<file path="config.mk">
export PLATFORM = sky130hd
export DESIGN_NAME = axi_cmd_reg_map
export DESIGN_NICKNAME = d
export VERILOG_FILES = /design/src/rtl/axi_cmd_reg_map.sv
export SDC_FILE = /design/constraint.sdc
export NUM_CORES = 1
export LEC_CHECK = 0
export CORE_MARGIN = 2
export CORE_UTILIZATION = 30
export CTS_CLUSTER_SIZE = 10
export DETAILED_ROUTE_END_ITERATION = 10
export PLACE_DENSITY = 0.55
export REMOVE_ABC_BUFFERS = 1
export SLEW_MARGIN = 10
export SYNTH_ARGS = -nofsm -noshare
export SYNTH_HDL_FRONTEND = slang
export SYNTH_SLANG_ARGS = --single-unit
</file>
<file path="constraint.sdc">
create_clock -name axi_tclk -period 2.62 [get_ports axi_tclk]
set_input_delay 0.786 -clock axi_tclk [delete_from_list [all_inputs] [get_ports axi_tclk]]
set_output_delay 0.786 -clock axi_tclk [all_outputs]
set_load 0.02 [all_outputs]
</file>
<file path="src/rtl/axi_cmd_reg_map.sv">
// Command-stream register map: chirp-write frames update the parameter bank,
// chirp-read frames return an AXI-Stream readback. Optional macro RESP_ID_WORD_EN.
//
// state   | meaning
// HDR     | waiting for the command word (beat 0) of a frame
// WR_ADDR | write frame, next beat is a register address
// WR_DATA | write frame, next beat is data for the latched address
// RD_ID   | readback id beat pending behind the header (RESP_ID_WORD_EN only)
// RD_ADDR | read frame, each beat is an address to return
// DRAIN   | unknown tdest, discarding beats until tlast
module axi_cmd_reg_map #(
  parameter int          NUM_REG       = 6,
  parameter logic [31:0] RESET_VAL     = 32'h0,
  parameter logic [31:0] BAD_ADDR_WORD = 32'hDEADBEEF
) (
  input  logic                   axi_tclk,
  input  logic                   axi_tresetn,
  input  logic [31:0]            s_axis_tdata,
  input  logic                   s_axis_tvalid,
  input  logic                   s_axis_tlast,
  input  logic [3:0]             s_axis_tdest,
  input  logic [31:0]            s_axis_tuser,
  output logic                   s_axis_tready,
  output logic [31:0]            m_axis_tdata,
  output logic                   m_axis_tvalid,
  output logic                   m_axis_tlast,
  output logic [31:0]            m_axis_tuser,
  input  logic                   m_axis_tready,
  output logic [32*NUM_REG-1:0]  reg_map_out,
  output logic                   reg_update,
  output logic [7:0]             err_count,
  output logic [7:0]             drop_count
);

  localparam logic [31:0] HDR_WORD  = 32'h52524343;
  localparam logic [7:0]  NUM_REG_B = 8'(NUM_REG);

  typedef enum logic [2:0] {
    HDR     = 3'd0,
    WR_ADDR = 3'd1,
    WR_DATA = 3'd2,
`ifdef RESP_ID_WORD_EN
    RD_ID   = 3'd3,
`endif
    RD_ADDR = 3'd4,
    DRAIN   = 3'd5
  } state_t;

  state_t      state_q, state_d;
  logic [7:0]  addr_q, addr_d;
  logic        addr_ok_q, addr_ok_d;
  logic [31:0] tuser_q, tuser_d;
  logic [31:0] regs_q [NUM_REG];
  logic [31:0] regs_d [NUM_REG];
  logic [31:0] m_data_q, m_data_d;
  logic [31:0] m_user_q, m_user_d;
  logic        m_last_q, m_last_d;
  logic        m_valid_q, m_valid_d;
  logic        upd_q, upd_d;
  logic [7:0]  err_q, err_d;
  logic [7:0]  drop_q, drop_d;
  logic        rdy_en_q;
`ifdef RESP_ID_WORD_EN
  logic        hdr_last_q, hdr_last_d;
`endif

  logic        out_free, rdy, acc, s_ok, err_inc, drop_inc;
  logic [31:0] rd_word;

  assign out_free = !m_valid_q || m_axis_tready;
  assign s_ok     = (s_axis_tdata[31:8] == 24'd0) && (s_axis_tdata[7:0] < NUM_REG_B);

  always_comb begin
    rd_word = BAD_ADDR_WORD;
    for (int k = 0; k < NUM_REG; k++) begin
      if (s_ok && s_axis_tdata[7:0] == 8'(k)) rd_word = regs_q[k];
    end
  end

  always_comb begin
    rdy = 1'b0;
    case (state_q)
      HDR, RD_ADDR:            rdy = out_free;
      WR_ADDR, WR_DATA, DRAIN: rdy = 1'b1;
      default:                 rdy = 1'b0;
    endcase
  end

  // rdy_en_q keeps the input stalled while reset is asserted
  assign s_axis_tready = rdy_en_q && rdy;
  assign acc           = s_axis_tvalid && s_axis_tready;

  always_comb begin
    state_d   = state_q;
    addr_d    = addr_q;
    addr_ok_d = addr_ok_q;
    tuser_d   = tuser_q;
    regs_d    = regs_q;
    m_data_d  = m_data_q;
    m_user_d  = m_user_q;
    m_last_d  = m_last_q;
    m_valid_d = m_valid_q && !m_axis_tready;
    upd_d     = 1'b0;
    err_inc   = 1'b0;
    drop_inc  = 1'b0;
`ifdef RESP_ID_WORD_EN
    hdr_last_d = hdr_last_q;
`endif
    case (state_q)
      HDR: if (acc) begin
        tuser_d = s_axis_tuser;
        if (s_axis_tdest == 4'd0) begin
          state_d = s_axis_tlast ? HDR : WR_ADDR;
        end else if (s_axis_tdest == 4'd2) begin
          m_valid_d = 1'b1;
          m_data_d  = HDR_WORD;
          m_user_d  = s_axis_tuser;
`ifdef RESP_ID_WORD_EN
          m_last_d   = 1'b0;
          hdr_last_d = s_axis_tlast;
          state_d    = RD_ID;
`else
          m_last_d = s_axis_tlast;
          state_d  = s_axis_tlast ? HDR : RD_ADDR;
`endif
        end else begin
          drop_inc = 1'b1;
          state_d  = s_axis_tlast ? HDR : DRAIN;
        end
      end
      WR_ADDR: if (acc) begin
        if (s_axis_tlast) begin
          err_inc = 1'b1;
          state_d = HDR;
        end else begin
          addr_d    = s_axis_tdata[7:0];
          addr_ok_d = s_ok;
          state_d   = WR_DATA;
        end
      end
      WR_DATA: if (acc) begin
        if (addr_ok_q) begin
          for (int k = 0; k < NUM_REG; k++) begin
            if (addr_q == 8'(k)) regs_d[k] = s_axis_tdata;
          end
          upd_d = 1'b1;
        end else begin
          err_inc = 1'b1;
        end
        state_d = s_axis_tlast ? HDR : WR_ADDR;
      end
`ifdef RESP_ID_WORD_EN
      RD_ID: if (m_valid_q && m_axis_tready) begin
        m_valid_d = 1'b1;
        m_data_d  = tuser_q;
        m_user_d  = tuser_q;
        m_last_d  = hdr_last_q;
        state_d   = hdr_last_q ? HDR : RD_ADDR;
      end
`endif
      RD_ADDR: if (acc) begin
        m_valid_d = 1'b1;
        m_data_d  = rd_word;
        m_user_d  = tuser_q;
        m_last_d  = s_axis_tlast;
        err_inc   = !s_ok;
        if (s_axis_tlast) state_d = HDR;
      end
      DRAIN: if (acc && s_axis_tlast) state_d = HDR;
      default: state_d = HDR;
    endcase
    err_d  = (err_inc && err_q != 8'hFF) ? err_q + 8'd1 : err_q;
    drop_d = (drop_inc && drop_q != 8'hFF) ? drop_q + 8'd1 : drop_q;
  end

  always_ff @(posedge axi_tclk or negedge axi_tresetn) begin
    if (!axi_tresetn) begin
      state_q   <= HDR;
      addr_q    <= 8'd0;
      addr_ok_q <= 1'b0;
      tuser_q   <= 32'd0;
      for (int k = 0; k < NUM_REG; k++) regs_q[k] <= RESET_VAL;
      m_data_q  <= 32'd0;
      m_user_q  <= 32'd0;
      m_last_q  <= 1'b0;
      m_valid_q <= 1'b0;
      upd_q     <= 1'b0;
      err_q     <= 8'd0;
      drop_q    <= 8'd0;
      rdy_en_q  <= 1'b0;
`ifdef RESP_ID_WORD_EN
      hdr_last_q <= 1'b0;
`endif
    end else begin
      state_q   <= state_d;
      addr_q    <= addr_d;
      addr_ok_q <= addr_ok_d;
      tuser_q   <= tuser_d;
      regs_q    <= regs_d;
      m_data_q  <= m_data_d;
      m_user_q  <= m_user_d;
      m_last_q  <= m_last_d;
      m_valid_q <= m_valid_d;
      upd_q     <= upd_d;
      err_q     <= err_d;
      drop_q    <= drop_d;
      rdy_en_q  <= 1'b1;
`ifdef RESP_ID_WORD_EN
      hdr_last_q <= hdr_last_d;
`endif
    end
  end

  always_comb begin
    reg_map_out = '0;
    for (int k = 0; k < NUM_REG; k++) reg_map_out[32*k +: 32] = regs_q[k];
  end

  assign m_axis_tdata  = m_data_q;
  assign m_axis_tuser  = m_user_q;
  assign m_axis_tlast  = m_last_q;
  assign m_axis_tvalid = m_valid_q;
  assign reg_update    = upd_q;
  assign err_count     = err_q;
  assign drop_count    = drop_q;

endmodule

</file>
==> flow_summary.ini, run 1 <==
[clock_tree]
path_clk_slew_ns = 0.06
insertion_delay_ns = 0.57
cts_buffers = 39
cts.htree.levels = 2
cts_root_buf = clkbuf_16
ctsHoldBuffers = 0
clockBufferDepth = 3
cts_sinks = 320
cts_tree = built

[sta]
max_freq_ghz = 0.391
fin_skew_ns = 0.0225
drv_slew = 0
layout_min_cycle_time_ns = 2.56
period_share_pct = 97.6
tns_ns = 0
hold_viol = 0
setup_ws_ns = 0.0621
setup_violations = 0
worst_pin_slew_ns = 0.608
maxSlewHeadroom_pct = 59.5

[yosys]
synth_top_family_by_area = multiplexers
yosys.area_share.simple_pct = 8.43
yosysSeqAreaShare_pct = 55.7
netlist_instances = 1149
synth_xor_area_share_pct = 0.853
netlist_area_sq_um = 14400
yosys_warnings = 0
synth_area_per_cell_sq_um = 12.5
ys.flop_type = dfrtp_1
synth-adder-area-share_pct = 0.174
synth_mux_area_share_pct = 23.4
async_flop_share_pct = 100
synth-seq-cells = 320
synth_compound_area_share_pct = 8.45
synth_edf_count = 0
ys_types = 57

[power_and_ir_drop]
seq_power_share_pct = 40.8
p_leak_nw = 9.38
max-vdd-ir-drop_mv = 0.433
power.density_nw_per_um2 = 742
intPower_mw = 10.8
p_sw_share_pct = 30.5
p_clk_share_pct = 32.5
p_sw_mw = 4.72
combinationalPowerShare_pct = 26.7

[die]
core-area_sq_um = 47500
rows = 80
pin_count = 349
die_w_um = 223
initial_utilization_pct = 30.2
die-area_sq_um = 49700
fp.dieH_um = 223

[flow_run]
drv_cap = 0

[worst_setup_path]
startpoint_type = flop
r2r_setup_slack_ns = 0.07
cp_max_fo = 6
reg2reg_to = reg_map_out[143]
crit_start = state_q[0]
cp_data_arrival_time_ns = 1.77
r2r_cells = 8
worst-setup-path-type = reg2out
r2r_start = state_q[0]
critPathRequiredTime_ns = 1.83
cp-end-kind = output port

[detailed_routing]
routed_wl_um = 50700
route.detailed.drc = 0
firstDrtPassIters = 4
vias = 11000
antenna_left = 0
drt_iter0_markers = 513
routedWlPerCell_um = 22.8
viasPerCell = 4.97

[global_routing]
gr-usage-all-layers_pct = 20.2
grt_pass1_vias = 11600
overflow = 0
grt_pass1_wl_um = 75500
grt_max_degree = 65
antenna_found_initial = 4

[place]
dp_cells = 2152
port_buffers = 348
place_hpwl_um = 36100
pre_cts_slack_ns = -0.987
finalWeightedCongestion = 0.796

[cells_and_area]
multiInputGateArea_sq_um = 6070
nets = 1661
finalNonFillerCells = 2217
fillCellCount = 4484
final_util_pct = 43.9
drive_above_1_share_pct = 27.9
area_growth_pct = 45.2
regArea_sq_um = 8010

[worst_hold_path]
hold_class = in2async

[status]
run_status = finished clean
metal layers:
layer  routed length [um]  vias up  GRT usage [%]  share of wire, %
met5                   23        -              0             0.045
met4                 1410        4           6.45               2.8
met3                 3500       91           5.31               6.9
met2                23400      347           32.6                46
met1                22300     5539           26.7                44
li1                     -     5041              -                 -
worst max-delay path, cell delays in order (launching register included):
cell and delay [ns]:
dfrtp_2 0.45, or2_4 0.30, a221oi_4 0.30, buf_6 0.17
how the worst max path moves through the flow:
stage                                   to  cells past startpoint
after floorplan           m_axis_tdata[30]                      6
after global placement     m_axis_tdata[7]                     10
after detailed placement   m_axis_tdata[7]                     10
after CTS                 reg_map_out[148]                      8
after global routing      reg_map_out[143]                      8
final                        s_axis_tready                      3
cell type report:
cell class	count	area share, %
clock buffer	52	5.20
inverter	6	0.108
multi-input combinational	743	29.1
clock inverter	3	0.264
sequential	320	38.4
antenna	2	0.0240
timing repair buffer	476	23.3
tap	615	3.69
what timing repair did:
action / 4_1_cts / 5_1_grt
pin swaps: 3 / 7
cloned: 1 / 1
buffers inserted: 1 / 5
endpoints found under the setup margin: 85 / 81
gates resized for setup: 15 / 21
endpoints found under the hold margin: 0 / 0
sequential cells by signal (all words and copies together) (netlist names):
register,flops
rdy_en_q,1
reg_update,1
addr_q,8
m_axis_tdata,32
drop_count,8
state_q,3
m_axis_tvalid,1
addr_ok_q,1
m_axis_tlast,1
tuser_q,32
m_axis_tuser,32
err_count,8
reg_map_out,192
cell usage after synthesis (8+ instances only):
master,number,area share (%)
nor2b_1,10,0.44
buf_1,12,0.31
mux2_2,229,18
nand4_1,8,0.35
xnor2_1,10,0.61
nand3_1,14,0.49
buf_2,15,0.52
nor2_1,59,1.5
mux2i_1,61,4.2
a21oi_1,35,1.2
a22o_1,18,1.1
o211ai_1,17,0.89
buf_6,9,0.71
nand2b_1,8,0.35
o22ai_1,16,0.70
o21ai_0,61,2.1
nand2_1,83,2.2
o221ai_1,15,0.91
dfrtp_1,320,56
nor3b_1,17,0.89
clkbuf_1,40,1.0
cells in the final DEF, fill, tap and decap left out, drive strengths merged, types with 14 or more instances in the layout:
cell type      count
clkdlybuf4s50    337
dfrtp            320
mux2             235
buf              132
nand2             83
o21ai             62
mux2i             61
nor2              61
clkbuf            53
a21oi             35
a22o              18
nor3b             17
o211ai            17
o22ai             17
o221ai            15
nand3             14
power groups by stage:
stage / clock (mW) / sequential [mW] / combinational [mW]
floorplan: 0 / 6.86 / 1.53
global placement: 0 / 6.36 / 4.05
detailed placement: 0 / 6.40 / 4.11
CTS: 5.20 / 6.32 / 4.14
global route: 5.39 / 6.43 / 4.44
finish: 5.04 / 6.32 / 4.13
logic make-up after synthesis:
group	count (synthesis)
buf+inv	86
simple gates	238
fa+ha+maj	2
flops	320
mux	301
other cells	1
compound gates	187
xor+xnor	14
through the flow:
step	power, mW	cell area (sq um)	hold slack, ns
floorplan	8.39	14000	0.480
global placement	10.4	19500	0.460
detailed placement	10.5	19500	0.471
CTS	15.7	20700	0.150
global route	16.3	20900	0.167
finish	15.5	20900	0.148
No activity file was read; power rests on OpenSTA's default activity.
==> run 2, diff against run 1 <==
==> constraint.sdc (replaced) <==
create_clock -name axi_tclk -period 2.62 [get_ports axi_tclk]
set_input_delay 0.524 -clock axi_tclk [delete_from_list [all_inputs] [get_ports axi_tclk]]
set_output_delay 0.524 -clock axi_tclk [all_outputs]
set_load 0.02 [all_outputs]
==> flow_summary.ini, run 2 (synthesis gave the netlist of run 1 again) <==
[status]
run_status = finished clean

[worst_setup_path]
worst-setup-path-type = reg2reg
path_cells = nor2_1 -> nand3_1 -> or4_4 -> nor4_4 -> and4bb_2 -> buf_12 -> mux2_2
crit_family = simple AND/OR/NAND/NOR gates
cp_data_arrival_time_ns = 2.89
worst_path_max_delay_cell = dfrtp_1
crit_buf_inv = 1
cp-end-kind = flop
crit_path_max_incr_delay_ns = 0.45
cp_max_fo = 24
critPathRequiredTime_ns = 3.04
startpoint_type = flop

[global_routing]
grt_pass1_wl_um = 75700
grt_pass1_vias = 11500
gr-usage-all-layers_pct = 20.3
grt_max_degree = 70
overflow = 0
antenna_found_initial = 0

[detailed_routing]
drt_iter0_markers = 615
vias = 11100
routedWlPerCell_um = 23.0
viasPerCell = 5.01
antenna_left = 0
firstDrtPassIters = 5
routed_wl_um = 50700
route.detailed.drc = 0

[sta]
setup_violations = 0
maxSlewHeadroom_pct = 59.8
tns_ns = 0
layout_min_cycle_time_ns = 2.47
setup_ws_ns = 0.148
period_share_pct = 94.3
fin_skew_ns = 0.0173
drv_slew = 0
hold_viol = 0
rsz0062_at_grt = no
max_freq_ghz = 0.405
worst_pin_slew_ns = 0.603

[worst_hold_path]
hold_class = reg2reg

[die]
die-area_sq_um = 49700
die_w_um = 223
core-area_sq_um = 47500
rows = 80
initial_utilization_pct = 30.2
pin_count = 349
fp.dieH_um = 223

[power_and_ir_drop]
power.density_nw_per_um2 = 746
p_leak_nw = 9.21
p_total_mw = 15.3
max-vdd-ir-drop_mv = 0.441

[place]
finalWeightedCongestion = 0.784
dp_cells = 2147
pre_cts_slack_ns = -0.649
port_buffers = 348
place_hpwl_um = 36000

[clock_tree]
cts_buffers = 40
cts_tree = built
cts.htree.levels = 2
cts_root_buf = clkbuf_16
post_cts_buffers = 0
clockBufferDepth = 3
path_clk_slew_ns = 0.05
cts_sinks = 320
insertion_delay_ns = 0.55

[cells_and_area]
fillCellCount = 4435
largest_register_ffs = 192
drive_above_1_share_pct = 26.6
area_growth_pct = 42.9
nets = 1650
num_antenna_cells = 0
layout_commonest_cell = clkdlybuf4s50_1
finalNonFillerCells = 2207
most-common-layout-cells = clkdlybuf4s50_1 (343), dfrtp_1 (320), mux2_2 (229)

[flow_run]
drv_cap = 0
-- run 2: timing repair --
item | 4_1_cts | 5_1_grt
endpoints found under the hold margin | 41 | 0
endpoints found under the setup margin | 17 | 2
gates resized for setup | 2 | 4
hold buffers | 1 | 0
-- run 2: final timing paths --
path,startpoint,end,slack (ns),cells after the start
setup / recovery,state_q[0],reg_map_out[151],0.15,7
hold / removal,m_axis_tuser[9],m_axis_tuser[9],0.48,2
setup reg to reg,state_q[0],reg_map_out[151],0.15,7
hold reg to reg,m_axis_tuser[9],m_axis_tuser[9],0.48,2
max in group asynchronous,axi_tresetn,err_count[3],1.28,3
min in group asynchronous,axi_tresetn,tuser_q[0],0.52,2
-- run 2: worst min-delay path: stages (launching register included) --
cell and delay (ns):
dfrtp_1 0.34, nand2_1 0.04, o21ai_0 0.06
-- run 2: power by group --
part / internal [mW] / switching [mW]
sequential: 5.75 / 0.546
combinational: 1.98 / 2.06
clock: 2.94 / 2.06
-- run 2: per-layer routing --
layer	global-route usage [%]	share of wire (%)	routed length, um
met1	27.5	45	22700
met2	32.2	46	23500
met3	5.35	6.7	3400
met4	5.67	2.1	1080
met5	0	0	0
-- run 2: per-stage QoR --
stage	cell area, sq um	utilization [%]	hold slack, ns
after CTS	20500	43.2	0.481
after detailed placement	19400	40.8	0.469
after global placement	19400	40.8	0.460
after floorplan	14000	-	0.228
after global routing	20500	43.2	0.510
final	20500	43.2	0.478
-- run 2: final cells by class --
| cell class | count | area, sq um | share of cell area (%) |
|---|---|---|---|
| sequential | 320 | 8010 | 39.0 |
| multi-input combinational | 743 | 5990 | 29.2 |
| clock buffer | 56 | 1120 | 5.46 |
| timing repair buffer | 464 | 4610 | 22.4 |
| clock inverter | 3 | 17.5 | 0.0853 |
| tap | 615 | 769 | 3.75 |
| inverter | 6 | 22.5 | 0.110 |
==> run 3, diff against run 2 <==
--- a/config.mk
+++ b/config.mk
@@ -9,6 +9,7 @@
 export CORE_UTILIZATION = 30
 export CTS_CLUSTER_SIZE = 10
 export DETAILED_ROUTE_END_ITERATION = 10
+export HOLD_SLACK_MARGIN = 0.05
 export PLACE_DENSITY = 0.55
 export REMOVE_ABC_BUFFERS = 1
 export SLEW_MARGIN = 10
==> results of run 3 <==
Same layout as run 2: the final DEF is identical, and so are final timing and power.
